$ cat src/rtl/meas_sched_pkg.sv
// meas_sched_pkg: shared timebase defaults, widths and FSM encoding for the measurement scheduler
package meas_sched_pkg;
  localparam int DIV_4M_DEF  = 3;
  localparam int DIV_5MS_DEF = 20000;
  localparam int GATE_W_DEF  = 8;
  localparam int FCNT_W_DEF  = 16;
  typedef enum logic [1:0] {
    S_IDLE  = 2'd0,
    S_GATE  = 2'd1,
    S_LATCH = 2'd2,
    S_REQ   = 2'd3
  } state_t;
endpackage

$ cat src/rtl/timebase_ce.sv
// timebase_ce: free-running prescaler and tick counter producing registered ce_4mhz / tick_5ms strobes
module timebase_ce import meas_sched_pkg::*; #(
  parameter int DIV_4M  = DIV_4M_DEF,
  parameter int DIV_5MS = DIV_5MS_DEF
) (
  input  logic clk_12mhz,
  input  logic reset,
  output logic ce_4mhz,
  output logic tick_5ms
);
  localparam int PW = (DIV_4M > 1) ? $clog2(DIV_4M) : 1;
  localparam int TW = (DIV_5MS > 1) ? $clog2(DIV_5MS) : 1;
  logic [PW-1:0] r_pre, w_pre_nxt;
  logic [TW-1:0] r_cnt, w_cnt_nxt;
  logic          w_ce_nxt;
  // Strobes are decoded from next-state so they are flops yet coincide with the terminal counts.
  always_comb begin
    w_pre_nxt = (r_pre == PW'(DIV_4M - 1)) ? '0 : r_pre + 1'b1;
    w_ce_nxt  = w_pre_nxt == PW'(DIV_4M - 1);
    w_cnt_nxt = !ce_4mhz ? r_cnt : (r_cnt == TW'(DIV_5MS - 1)) ? '0 : r_cnt + 1'b1;
  end
  always_ff @(posedge clk_12mhz or posedge reset) begin
    if (reset) begin
      r_pre    <= '0;
      r_cnt    <= '0;
      ce_4mhz  <= 1'b0;
      tick_5ms <= 1'b0;
    end else begin
      r_pre    <= w_pre_nxt;
      r_cnt    <= w_cnt_nxt;
      ce_4mhz  <= w_ce_nxt;
      tick_5ms <= w_ce_nxt && (w_cnt_nxt == TW'(DIV_5MS - 1));
    end
  end
endmodule

$ cat src/rtl/meas_cycle_scheduler.sv
// meas_cycle_scheduler: opens tick-aligned counting gates, latches results and hands frames to readout
module meas_cycle_scheduler import meas_sched_pkg::*; #(
  parameter int DIV_4M  = DIV_4M_DEF,
  parameter int DIV_5MS = DIV_5MS_DEF,
  parameter int GATE_W  = GATE_W_DEF,
  parameter int FCNT_W  = FCNT_W_DEF
) (
  input  logic              clk_12mhz,
  input  logic              reset,
  input  logic              enable,
  input  logic [GATE_W-1:0] gate_len,
  input  logic              frame_ack,
  output logic              ce_4mhz,
  output logic              tick_5ms,
  output logic              gate,
  output logic              latch,
  output logic              frame_req,
  output logic [FCNT_W-1:0] frame_cnt,
  output logic              overrun
);
  state_t            r_state, w_state_nxt;
  logic [GATE_W-1:0] r_rem, w_rem_nxt;
  logic              r_en_d;
  logic              w_ack;
  logic              w_ovr_nxt;
  timebase_ce #(.DIV_4M(DIV_4M), .DIV_5MS(DIV_5MS)) u_timebase (
    .clk_12mhz(clk_12mhz),
    .reset    (reset),
    .ce_4mhz  (ce_4mhz),
    .tick_5ms (tick_5ms)
  );
  always_comb begin
    w_state_nxt = r_state;
    w_rem_nxt   = r_rem;
    w_ack       = (r_state == S_REQ) && frame_ack;
    case (r_state)
      S_IDLE: if (enable && tick_5ms) begin
        w_state_nxt = S_GATE;
        w_rem_nxt   = (gate_len == '0) ? GATE_W'(1) : gate_len;
      end
      S_GATE: if (!enable) w_state_nxt = S_IDLE;
        else if (tick_5ms) begin
          if (r_rem <= GATE_W'(1)) w_state_nxt = S_LATCH;
          else w_rem_nxt = r_rem - 1'b1;
        end
      S_LATCH: w_state_nxt = S_REQ;
      S_REQ:   if (frame_ack) w_state_nxt = S_IDLE;
      default: w_state_nxt = S_IDLE;
    endcase
    // A missed tick outranks a simultaneous re-enable so the loss is never hidden.
    w_ovr_nxt = ((r_state == S_REQ) && tick_5ms && !frame_ack) ? 1'b1 :
                (enable && !r_en_d) ? 1'b0 : overrun;
  end
  always_ff @(posedge clk_12mhz or posedge reset) begin
    if (reset) begin
      r_state   <= S_IDLE;
      r_rem     <= '0;
      r_en_d    <= 1'b0;
      gate      <= 1'b0;
      latch     <= 1'b0;
      frame_req <= 1'b0;
      frame_cnt <= '0;
      overrun   <= 1'b0;
    end else begin
      r_state   <= w_state_nxt;
      r_rem     <= w_rem_nxt;
      r_en_d    <= enable;
      gate      <= w_state_nxt == S_GATE;
      latch     <= w_state_nxt == S_LATCH;
      frame_req <= w_state_nxt == S_REQ;
      frame_cnt <= frame_cnt + FCNT_W'(w_ack);
      overrun   <= w_ovr_nxt;
    end
  end
endmodule

$ cat config.mk
export PLATFORM = sky130hd
export DESIGN_NAME = meas_cycle_scheduler
export DESIGN_NICKNAME = d
export VERILOG_FILES = /design/src/rtl/meas_sched_pkg.sv /design/src/rtl/timebase_ce.sv /design/src/rtl/meas_cycle_scheduler.sv
export SDC_FILE = /design/constraint.sdc
export NUM_CORES = 1
export LEC_CHECK = 0
export CAP_MARGIN = 10
export CORE_UTILIZATION = 50
export DETAILED_ROUTE_END_ITERATION = 8
export GPL_TIMING_DRIVEN = 0
export PLACE_DENSITY = 0.72
export SKIP_LAST_GASP = 1
export SLEW_MARGIN = 20
export SYNTH_ARGS = -nofsm -noshare
export SYNTH_HDL_FRONTEND = slang
export SYNTH_SLANG_ARGS = --single-unit
$ cat constraint.sdc
create_clock -name clk_12mhz -period 2.5 [get_ports clk_12mhz]
set_input_delay 0.5 -clock clk_12mhz [delete_from_list [all_inputs] [get_ports clk_12mhz]]
set_output_delay 0.5 -clock clk_12mhz [all_outputs]
set_load 0.01 [all_outputs]
==> impl_metrics.tcl <==
set metrics [dict create \
    row_count 24 \
    skew_ns 0.00632 \
    synth-edff-count 0 \
    synthCells 238 \
    power_mw 1.29 \
    place_area_um2 2840 \
    timing.rr.end "u_timebase.tick_5ms" \
    wirelength_um 4500 \
    fin_cells 332 \
    detail-route-antenna-nets 0 \
    cts_tree "built" \
    setup_tns_ns 0 \
    dr_wl_met3_um 164 \
    wl_per_cell_um 13.6 \
    fin_util_pct 65.0 \
    leakage_nw 1.28 \
    fp.dieH_um 71.7 \
    finalHoldViolCount 0 \
    dieWidth_um 71.7 \
    track_usage_pct 19.2 \
    path_max_fanout 10 \
    syn2layout_area_growth_pct 20.6 \
    initial_utilization_pct 53.9 \
    clkTransAtPathRegs_ns 0.08 \
    fin_nets 296 \
    post-place-cells 324 \
    diodes 0 \
    boundaryPins 34 \
    final_layout_size_suffix_gt1_share_pct 7.50 \
    antenna_found_initial 0 \
    vdd_ir_drop_max_uv 290 \
    endpoint_kind "flop" \
    period_share_pct 84.2 \
    grt_max_degree 36 \
    cts_buffer_depth 2 \
    cts_setup_buffers 0 \
    hpwlAfterDp_um 3270 \
    cp_slowest_cell "or4b_1" \
    cpLargestDelayFamily "simple AND/OR/NAND/NOR gates" \
    vias 1848 \
    period_minus_slack_ns 2.10 \
    status "finished, final reports clean" \
    top_layer "met4" \
    drt_iter0_markers 76 \
    min_path_cells 1 \
    via_per_inst 5.57 \
    critPathMaxStageDelay_ns 0.50 \
    synthArstFlopShare_pct 100 \
    dp_slack_ns 0.0707 \
    slew_headroom_pct 59.6 \
    rsz0062_at_grt "false" \
    drtPass1Iterations 4 \
    syn-cell-area_um2 2430 \
    ctsRootBufferMaster "clkbuf_8" \
    cts_sinks 49 \
    syn_nets 255 \
    postCtsHoldBufs 0 \
    drc 0 \
    fin_ws_ns 0.396 \
    worstHoldPathType "flop to flop" \
    arrival_ns 2.31 \
    grt_pass1_vias 1766 \
    dr_wl_met2_um 2010 \
    path_cells "ha_1, buf_6, or4b_1, a211o_1, a211o_1, nor4_2" \
    final_area_um2 2930 \
    portBuffers 33 \
    reg2reg_from "u_timebase.r_cnt[0]" \
    worstMarginPinSlew_ns 0.602 \
    rr_worst_depth 6 \
    cts_resized 0 \
    min_to "u_timebase.r_pre[0]" \
    slew_viol_final 0 \
    gp_congestion 0.836 \
    htreeDepth 2 \
    startpoint_type "flop" \
    synth_top_flop_cell "dfrtp_1" \
    rrSetupSlack_ns 0.40 \
    grt_pass1_wl_um 7820 \
    critPathKind "flop to flop" \
    synth_area_per_cell_um2 10.2 \
    clk_latency_ns 0.30 \
    required_ns 2.70 \
    yosys_warnings 0 \
    die_area_um2 5140 \
    cp_common_cell "a211o_1" \
    yosysSeqAreaShare_pct 50.5 \
    cts_made_buffers 5 \
    cap_violations 0 \
    coreArea_um2 4500 \
    overflow 0 \
    cellPowerDensity_nw_per_um2 440 \
    report.final.setup_viol 0 \
    hold_start "u_timebase.r_pre[0]" \
    clock.fmax_ghz 0.475 \
    met1Wirelength_um 2260 \
    path_buf_inv 1 \
    synth_seq_cells 49 \
    whs_ns 0.411 \
    ys_types 43 \
]
-- cells in the mapped netlist, types with 9 or more instances --
master   instances  area (um^2)
nor2_1          28          105
xnor2_1         17          149
o21ai_0         10         50.1
nor3_1           9         45.0
nand3_1         11         55.1
xor2_1          12          105
nand2_1         17         63.8
a21oi_1          9         45.0
nand4_1         10         62.6
dfrtp_1         49         1230
-- routing by layer --
layer	track usage [%]	up-vias
li1	-	926
met1	26.1	882
met2	30.7	34
met3	4.36	6
met4	6.10	0
met5	0	-
-- state kept, by name, summed over array words and instances, names as in the netlist --
name,cells
overrun,1
latch,1
u_timebase.r_cnt,15
r_rem,8
frame_req,1
r_state,2
u_timebase.tick_5ms,1
u_timebase.ce_4mhz,1
u_timebase.r_pre,1
r_en_d,1
gate,1
frame_cnt,16
-- layout by cell type, fill, tap and decap left out, types with 5 or more instances in the layout --
cell / instances
a21oi_1: 9
dfrtp_1: 49
nand2_1: 17
nor3_1: 9
clkdlybuf4s50_1: 33
nor4_1: 5
nand3_1: 11
nor2_1: 28
xnor2_1: 17
nand4_1: 10
ha_1: 5
o21ai_0: 10
clkbuf_8: 5
clkbuf_1: 6
xor2_1: 12
-- where the power goes --
group          switching (mW)  internal [mW]
clock                   0.251          0.198
sequential           0.000155          0.792
combinational          0.0230         0.0213
total                   0.274           1.01
-- cells by family after synthesis --
| group | synth area share, % |
|---|---|
| compound gates | 9.74 |
| xor+xnor | 11.1 |
| fa+ha+maj | 2.58 |
| buf+inv | 3.40 |
| flops | 50.5 |
| mux | 0.825 |
| simple gates | 21.8 |
-- layout make-up --
class,count,area (um^2)
timing repair buffer,34,350
clock inverter,1,7.51
tap,52,65.1
inverter,5,18.8
multi-input combinational,174,1120
sequential,49,1230
buffer,10,63.8
fill,367,1580
clock buffer,7,76.3
-- worst register-to-register path: stages (launching register included) --
cell and delay (ns):
dfrtp_1 0.43, ha_1 0.23, buf_6 0.15, or4b_1 0.50
a211o_1 0.27, a211o_1 0.27, nor4_2 0.16
-- how the worst max path moves through the flow --
stage | startpoint | cells past startpoint | endpoint
2_1_floorplan | u_timebase.r_cnt[0] | 6 | u_timebase.tick_5ms
3_3_place_gp | reset | 2 | r_rem[0]
4_1_cts | frame_ack | 8 | frame_cnt[12]
3_5_place_dp | frame_ack | 8 | frame_cnt[12]
5_1_grt | r_state[0] | 8 | frame_cnt[12]
6_report | u_timebase.r_cnt[0] | 6 | u_timebase.tick_5ms
Power figures use the tool's default switching activity.
